**src/rtl/pulse_burst_gen.sv**
```systemverilog
// pulse_burst_gen: programmable square-wave burst generator with start/busy/done handshake.
// Ports:
//   clock  - system clock, all state changes on its rising edge
//   clear  - asynchronous active-low reset
//   start  - burst request, honoured only while idle
//   stop   - abort request, honoured every cycle while busy
//   half   - half-period in clock cycles (0 behaves as 1)
//   count  - pulses per burst (0 = run until stop)
//   signal - registered pulse train
//   busy   - high while a burst is running
//   done   - one-cycle strobe when a counted burst finishes normally
//   pulses - rising edges of signal in the current or most recent burst
module pulse_burst_gen #(
    parameter int HW = 8,
    parameter int CW = 8
) (
    input  logic          clock,
    input  logic          clear,
    input  logic          start,
    input  logic          stop,
    input  logic [HW-1:0] half,
    input  logic [CW-1:0] count,
    output logic          signal,
    output logic          busy,
    output logic          done,
    output logic [CW-1:0] pulses
);
    typedef enum logic [1:0] {IDLE, HIGH, LOW} state_t;
    state_t state, state_nx;
    logic [HW-1:0] timer, half_r, half_eff;
    logic [CW-1:0] count_r;
    logic expired, last;
    assign half_eff = (half == '0) ? HW'(1) : half;
    assign expired  = timer == '0;
    // a counted burst ends once the final low phase has run out
    assign last     = count_r != '0 && pulses == count_r;
    always_ff @(posedge clock or negedge clear) begin
        if (!clear) state <= IDLE;
        else        state <= state_nx;
    end
    always_comb begin
        state_nx = state;
        case (state)
            IDLE:    state_nx = (start && !stop) ? HIGH : IDLE;
            HIGH:    state_nx = stop ? IDLE : expired ? LOW : HIGH;
            LOW:     state_nx = stop ? IDLE : !expired ? LOW : last ? IDLE : HIGH;
            default: state_nx = IDLE;
        endcase
    end
    always_comb begin
        busy = state != IDLE;
    end
    always_ff @(posedge clock or negedge clear) begin
        if (!clear) begin
            signal  <= 1'b0;
            done    <= 1'b0;
            pulses  <= '0;
            timer   <= '0;
            half_r  <= '0;
            count_r <= '0;
        end else begin
            // signal mirrors the upcoming state so it is a clean flop output
            signal <= state_nx == HIGH;
            done   <= state == LOW && expired && last && !stop;
            if (state == IDLE && state_nx == HIGH) begin
                half_r  <= half_eff;
                count_r <= count;
                pulses  <= CW'(1);
                timer   <= half_eff - HW'(1);
            end else if (state != IDLE) begin
                timer <= expired ? half_r - HW'(1) : timer - HW'(1);
            end
            if (state == LOW && state_nx == HIGH) pulses <= pulses + CW'(1);
        end
    end
endmodule
```
**config.mk**
```make
export PLATFORM = sky130hd
export DESIGN_NAME = pulse_burst_gen
export DESIGN_NICKNAME = d
export VERILOG_FILES = /design/src/rtl/pulse_burst_gen.sv
export SDC_FILE = /design/constraint.sdc
export NUM_CORES = 1
export LEC_CHECK = 0
export CAP_MARGIN = 20
export CORE_MARGIN = 4
export CORE_UTILIZATION = 53
export CTS_BUF_LIST = sky130_fd_sc_hd__clkbuf_8 sky130_fd_sc_hd__clkbuf_16
export DETAILED_ROUTE_END_ITERATION = 8
export GPL_ROUTABILITY_DRIVEN = 0
export HOLD_SLACK_MARGIN = 0.12
export PLACE_DENSITY = 0.79
export SYNTH_ARGS = -nofsm -noshare
export SYNTH_HDL_FRONTEND = slang
export SYNTH_SLANG_ARGS = --single-unit
```
**constraint.sdc**
```tcl
create_clock -name clock -period 3.2 [get_ports clock]
set_input_delay 0.64 -clock clock [delete_from_list [all_inputs] [get_ports clock]]
set_output_delay 0.64 -clock clock [all_outputs]
set_load 0.03 [all_outputs]
```
# Word-level counts from Yosys, hierarchy flattened
# Index checks and enable logic that the tools add are counted.
# totals
regBits	36
in_bits	20
out_inout_bits	11
word_cells	43
# classes
n_addsub	4
n_eq_ne	4
mux	13
n_reduce_logical	15
# op_table
op	count
$mux W8	6
$sub A8 B1 Y8 const B	3
$logic_not A8 Y1	2
$add A8 B1 Y8 const B	1
$eq A8 B8 Y1	1
$mux W2	4
$reduce_bool A8 Y1	1
$logic_and A1 B1 Y1	7
$pmux W2 S3	1
$reduce_bool A2 Y1	3
$eq A2 B1 Y1 const B	2
$eq A2 B2 Y1 const B	1
$logic_not A2 Y1	1
$mux W1	2
$logic_not A1 Y1	1

# Longest topological paths before layout
# Gate-level depths: netlist (run 1).
# logic_depth
depth_word	10
ltp_mapped	10
mapped_depth_nobuf	8

# Least setup slack after synthesis (run 1)
# Ideal clock, no wire load.
# synth_timing
path_kind	input -> register
startpoint	in stop
endpoint	reg timer[7]
setup_ps	77
t_arrival_ps	2331
required_ps	3123
setup_slack_ps	792
stages	9
n_path_buf	2
cell_sequence	or4b_1 -> buf_2 -> buf_2 -> nand2_1 -> o211ai_1 -> nor4_2 -> nand3_1 -> xor2_1 -> a21oi_1
# synth_via
elab_chain_len	7
elab_cells_between_ends	10
classes_between	eq/ne: 1; mux: 5; reduce/logical: 4
# synth_lines
element	line_no	rtl
start, declared	20	input logic stop,
$logic_not A1 Y1	44	IDLE: state_nx = (start && !stop) ? HIGH : IDLE;
$logic_and A1 B1 Y1	44	
$mux W1	44	
$pmux W2 S3 (*)	43	case (state)
$eq A2 B1 Y1 (*)	65	if (state == IDLE && state_nx == HIGH) begin
$logic_and A1 B1 Y1 (*)	65	
$mux W8 / $reduce_bool A2 Y1 (equally long branches)	--	
end signal, assigned	69	timer <= half_eff - HW'(1);
end signal, assigned	71	timer <= expired ? half_r - HW'(1) : timer - HW'(1);
end, declared	30	logic [HW-1:0] timer, half_r, half_eff;
# Mark *: on every way between the ends. The rest lies on a longest branch, timed or not.
# A chain may end at the register's enable or synchronous reset.

# Worst setup path in the final report (run 1)
# layout_timing
startpoint	in stop
endpoint	reg timer[5]
# Same word-level chain as after synthesis.

==> results of run 1 <==
## layer usage
layer | part of all wire [%] | GRT usage (%) | up-vias
met5 | 0 | 0 | -
met4 | 1.7 | 7.692 | 0
met3 | 4.9 | 6.732 | 8
met2 | 46 | 32.13 | 40
met1 | 48 | 27.31 | 797
li1 | - | - | 783
## final cells by class
| cell class | count | share of cell area [%] |
|---|---|---|
| inverters | 4 | 0.6316 |
| multi-input cells | 163 | 40.79 |
| clock buffers | 7 | 4.053 |
| well taps | 46 | 2.421 |
| flip-flops and latches | 36 | 37.89 |
| repair buffers | 35 | 14.21 |
## cell usage in the layout (no fill, tap or decap), types with 2 or more instances in the layout
master,Yosys,layout
nor2_1,20,20
a21o_1,2,2
xor2_1,11,11
and2_1,2,2
o21ai_0,3,3
o31ai_1,2,2
nand2b_1,3,3
xnor2_1,6,6
ha_1,2,2
or3_2,2,2
nand2_1,52,52
clkdlybuf4s50_1,0,30
a21oi_1,13,13
buf_4,0,5
or3_4,2,2
a211oi_1,2,2
nand3_1,9,9
clkbuf_8,0,7
nor2b_1,2,2
nor3_1,2,2
inv_1,4,4
nor4_1,6,6
mux2_2,2,2
o211ai_1,3,3
dfrtp_1,36,36
## stage by stage
stage / total power [W] / worst slack [ns]
floorplan: 0.0008199 / 0.7915
detailed placement: 0.0009286 / 0.09756
global route: 0.001348 / 0.1484
global placement: 0.0009148 / 0.1349
CTS: 0.001276 / 0.3968
finish: 0.001265 / 0.3707
## power by group through the flow
stage	sequential (W)	clock, W	combinational, W
6_report	0.000606	0.000341	0.000318
4_1_cts	0.000603	0.000354	0.000319
3_5_place_dp	0.000611	0	0.000318
5_1_grt	0.000615	0.000373	0.000360
2_1_floorplan	0.000592	0	0.000228
3_3_place_gp	0.000608	0	0.000307
## sequential cells by signal (all words and copies together), names as in the netlist
| signal | cells |
|---|---|
| signal | 1 |
| pulses | 8 |
| state | 2 |
| count_r | 8 |
| timer | 8 |
| half_r | 8 |
| done | 1 |
## worst max path at each step
stage                to  slack, ns  cells after the start  from
6_report       timer[5]       0.37                      8  stop
5_1_grt        timer[5]       0.15                      8  stop
4_1_cts        timer[5]       0.40                      8  stop
3_5_place_dp   timer[7]        0.1                      7  stop
3_3_place_gp   timer[5]       0.13                      8  stop
2_1_floorplan  timer[7]       0.79                      9  stop
## cells by family (layout without fill, tap and decap cells)
kind of cell | Yosys count | after routing | share of synthesized area, %
AO/OA/AOI/OAI | 29 | 29 | 9.579
XOR/XNOR | 17 | 17 | 7.808
adder cells (fa/ha/maj) | 2 | 2 | 1.312
buffers and inverters | 11 | 46 | 2.362
flip-flops | 36 | 36 | 47.24
multiplexers | 3 | 3 | 1.706
AND/OR/NAND/NOR | 112 | 112 | 29.99
## critical path, delay by kind of cell
kind	cells	cell delay, ns
buffers and inverters	1	0.48
AO/OA/AOI/OAI	2	0.45
AND/OR/NAND/NOR	3	1.04
multiplexers	1	0.26
XOR/XNOR	1	0.13
==> flow_metrics.py, run 1 <==
metrics = {
    "run_status": {
        "status": "completed",
    },
    "setup_path": {
        "startpoint_type": "primary input",
        "cp_slowest_cell": "or4b_1",
        "crit_path_max_fanout": 10,
        "r2r_slack_ns": 0.66,
        "end_kind": "flop",
        "worstReg2RegStart": "state[0]",
        "critPathMaxStageDelay_ns": 0.69,
        "crit_arrival_ns": 3.00,
        "path_cells": "clkdlybuf4s50_1 > or4b_1 > a211oi_1 > a21oi_1 > nor2b_1 > nand3_1 > xnor2_1 > mux2_2",
        "r2r_cells": 7,
        "worstPathRequired_ns": 3.37,
        "rr_endpoint": "timer[5]",
        "crit_type": "in2reg",
    },
    "placed_design": {
        "dp.cells": 284,
        "io_buffers": 30,
        "dp_hpwl_um": 3029,
        "dpl-instance-area_mm2": 0.002281,
    },
    "floorplanning": {
        "die_w_um": 67.98,
        "ioPinCount": 31,
        "die_height_um": 67.98,
        "row_count": 21,
        "core_mm2": 0.003416,
        "dieArea_mm2": 0.004621,
        "start_util_pct": 55.82,
    },
    "layout": {
        "seqCellArea_um2": 900.9,
        "fillerInstances": 289,
        "syn_to_final_growth_pct": 24.67,
        "drive_gt1_share_pct": 11.43,
        "nets": 267,
        "multiInputGateArea_um2": 969.7,
        "fin_util_pct": 69.60,
        "diodes": 0,
        "instances_no_fill": 291,
        "design_area_mm2": 0.002377,
    },
    "min_path": {
        "min_path_cells": 2,
        "min_to": "half_r[2]",
        "hp-class": "reg2reg",
        "hold_start": "half_r[2]",
    },
    "sta": {
        "fin_setup_tns_ns": 0,
        "hold_violations": 0,
        "fin_crit_ns": 2.829,
        "rsz0062_at_grt": "false",
        "max_freq_ghz": 0.3534,
        "finalSetupViolCount": 0,
        "report.final.slew_viol_count": 0,
        "hold-worst-slack_ns": 0.4670,
        "worst_pin_slew_ns": 0.6599,
        "slew_headroom_pct": 55.67,
        "clock_skew_ns": 0.007500,
        "period_share_pct": 88.42,
    },
    "synth": {
        "synth-main-ff-cell": "dfrtp_1",
        "synth_cell_type_count": 42,
        "syn_area_mm2": 0.001907,
        "synth_top_cell_by_area": "dfrtp_1",
        "ys_warn_count": 0,
        "synth_edf_count": 0,
        "synthCells": 210,
        "ys_seq_area_share_pct": 47.24,
        "ys_ff_latch": 36,
        "postSynthAreaPerCell_um2": 9.080,
        "yosys-top-cells-area": "dfrtp_1 (47%), nand2_1 (10%), xor2_1 (5.1%)",
        "async_flop_share_pct": 100.0,
        "ys_top_cells_by_count": "nand2_1 (52), dfrtp_1 (36), nor2_1 (20), a21oi_1 (13), xor2_1 (11)",
        "syn_nets": 232,
        "synth.most_common_cell": "nand2_1",
        "netlist.area_leader.share_pct": 47.24,
    },
    "pwr": {
        "p_int_w": 0.0008786,
        "vdd_drop_max_v": 0.0004407,
        "switchingPower_w": 0.0003861,
        "comb_power_share_pct": 25.2,
        "pwr-share-clk_pct": 26.9,
        "leakagePower_nw": 1.095,
        "pwr-share-seq_pct": 47.9,
        "switching_share_pct": 30.53,
        "power_density_mw_per_mm2": 532.0,
    },
    "route": {
        "drc": 0,
        "first_pass_iters": 4,
        "drt_wl_total_um": 4125,
        "via_count": 1628,
        "wire_per_inst_um": 14.18,
        "vias_per_cell": 5.595,
        "drt-initial-drc-count": 114,
        "ant_nets": 0,
    },
    "clocking": {
        "cts_max_level": 2,
        "numClockSinks": 36,
        "clkLatencyLatePin_ns": 0.29,
        "clockBufferDepth": 2,
        "root_buffer": "clkbuf_8",
        "hold_buffers": 0,
        "numCtsBuffers": 5,
        "post_cts_buffers": 0,
        "cts_resized": 0,
        "cts_tree": "yes",
        "path_clk_slew_ns": 0.07,
    },
    "grt": {
        "grt_pass1_wl_um": 7141,
        "grt_usage_pct": 20.83,
        "overflow": 0,
        "grt_pass1_vias": 1541,
        "antenna_found_initial": 0,
        "grt_max_degree": 37,
    },
    "run": {
        "drv_cap": 0,
    },
}
Note: power is estimated with default switching activity, not from simulation.
==> run 2: changes to the inputs <==
- CORE_UTILIZATION: 53 -> 40
- PLACE_DENSITY: 0.79 -> default
==> run 2 against run 1 <==
Compared with the run above:
- largest power group unchanged
- critical path depth stayed put
- clock skew down 0.0043 ns
- combinational power decreased by 3%
- die area grew 28%
- sequential cell count did not move
==> flow_metrics.py, run 2 (synthesis gave the netlist of run 1 again) <==
metrics = {
    "pwr": {
        "p_int_w": 0.0009162,
        "pwr-share-clk_pct": 30.9,
        "comb_power_share_pct": 23.5,
        "finalPower_w": 0.001318,
        "switchingPower_w": 0.0004014,
        "leakagePower_nw": 1.099,
        "switching_share_pct": 30.47,
        "power_density_mw_per_mm2": 549.1,
        "pwr-share-seq_pct": 45.7,
        "vdd_drop_max_v": 0.0003169,
    },
    "layout": {
        "design_area_mm2": 0.002400,
        "drive_gt1_share_pct": 11.79,
        "diodes": 0,
        "seqCellArea_um2": 900.9,
        "final_common_cell": "nand2_1",
        "final_cell_mix": "nand2_1 (52), dfrtp_1 (36), clkdlybuf4s50_1 (30)",
        "nets": 267,
        "fillerInstances": 443,
        "multiInputGateArea_um2": 969.7,
        "syn_to_final_growth_pct": 25.85,
    },
    "floorplanning": {
        "core_mm2": 0.004474,
        "ioPinCount": 31,
        "die_height_um": 77.05,
        "dieArea_mm2": 0.005936,
        "start_util_pct": 42.62,
        "row_count": 24,
        "die_w_um": 77.05,
    },
    "min_path": {
        "hold_start": "half_r[2]",
        "hp-class": "reg2reg",
        "min_path_cells": 2,
        "min_to": "half_r[2]",
    },
    "clocking": {
        "path_clk_slew_ns": 0.08,
        "numCtsBuffers": 5,
        "cts_tree": "yes",
        "clockBufferDepth": 2,
        "post_cts_buffers": 0,
        "cts_resized": 0,
        "clkLatencyLatePin_ns": 0.29,
        "root_buffer": "clkbuf_8",
        "cts_max_level": 2,
        "hold_buffers": 0,
        "numClockSinks": 36,
    },
    "sta": {
        "hold_violations": 0,
        "clock_skew_ns": 0.003217,
        "fin_crit_ns": 2.870,
        "period_share_pct": 89.70,
        "fin_setup_tns_ns": 0,
        "finalSetupViolCount": 0,
        "report.final.slew_viol_count": 0,
        "max_freq_ghz": 0.3484,
        "slew_headroom_pct": 51.35,
        "rsz0062_at_grt": "false",
        "hold-worst-slack_ns": 0.4667,
        "worst_pin_slew_ns": 0.7241,
    },
    "setup_path": {
        "crit_path_max_fanout": 11,
        "rr_endpoint": "timer[5]",
        "worstReg2RegStart": "state[0]",
        "path_cells": "clkdlybuf4s50_1 > or4b_1 > a211oi_1 > a21oi_1 > nor2b_1 > nand3_1 > xnor2_1 > mux2_2",
        "crit_arrival_ns": 3.05,
        "cp_slowest_cell": "or4b_1",
        "worstPathRequired_ns": 3.38,
        "startpoint_type": "primary input",
        "r2r_cells": 7,
        "crit_type": "in2reg",
        "end_kind": "flop",
        "critPathMaxStageDelay_ns": 0.72,
        "r2r_slack_ns": 0.61,
    },
    "grt": {
        "grt_usage_pct": 15.46,
        "overflow": 0,
        "grt_pass1_wl_um": 7355,
        "antenna_found_initial": 0,
        "grt_max_degree": 37,
        "grt_pass1_vias": 1529,
    },
    "route": {
        "drc": 0,
        "ant_nets": 0,
        "drt-initial-drc-count": 103,
        "wire_per_inst_um": 14.14,
        "first_pass_iters": 4,
        "drt_wl_total_um": 4213,
        "vias_per_cell": 5.258,
        "via_count": 1567,
    },
    "run_status": {
        "status": "completed",
    },
    "placed_design": {
        "io_buffers": 30,
        "dp_hpwl_um": 3043,
        "dpl-instance-area_mm2": 0.002288,
    },
    "run": {
        "drv_cap": 0,
    },
}
[run 2: power groups by stage]
stage          combinational (W)  clock (W)  sequential [W]
2_1_floorplan           0.000228          0        0.000592
4_1_cts                 0.000313   0.000412        0.000602
6_report                0.000309   0.000407        0.000602
3_5_place_dp            0.000311          0        0.000610
5_1_grt                 0.000356   0.000433        0.000615
3_3_place_gp            0.000310          0        0.000612
[run 2: worst max-delay path, delay by kind of cell]
family | cells | cell delay [ns]
and+or+nand+nor | 3 | 1.06
xor gates and xnor gates | 1 | 0.13
AOI/OAI and AO/OA | 2 | 0.49
muxes | 1 | 0.25
buffers and inverters | 1 | 0.47
[run 2: how the worst max path moves through the flow]
| stage | start | end | slack, ns | depth (start not counted) |
|---|---|---|---|---|
| finish | stop | timer[5] | 0.33 | 8 |
| global route | stop | timer[5] | 0.1 | 8 |
| CTS | stop | timer[5] | 0.32 | 8 |
| detailed placement | stop | timer[5] | 0.02 | 8 |
| global placement | stop | timer[7] | 0.08 | 7 |
| floorplan | stop | timer[7] | 0.79 | 9 |
[run 2: through the flow]
stage | utilization (%) | worst slack, ns | cells
final | 53.64 | 0.3295 | 298
after global routing | 53.64 | 0.09793 | 298
after CTS | 53.64 | 0.3231 | 298
after detailed placement | 51.15 | 0.01650 | 290
after global placement | 51.15 | 0.07927 | 290
after floorplan | - | 0.7915 | 210
[run 2: per-layer routing]
| metal | global-route usage (%) | vias to the layer above | wire [µm] |
|---|---|---|---|
| met5 | 0 | - | 0 |
| li1 | - | 777 | - |
| met4 | 5.872 | 0 | 67 |
| met1 | 22.48 | 752 | 2162 |
| met3 | 3.162 | 6 | 155 |
| met2 | 22.56 | 32 | 1828 |
[run 2: layout make-up]
class	count	share of cell area [%]
inverters	4	0.6257
well taps	52	2.711
clock buffers	5	2.868
repair buffers	35	14.08
multi-input cells	163	40.41
flip-flops and latches	36	37.54
clock inverters	3	1.773
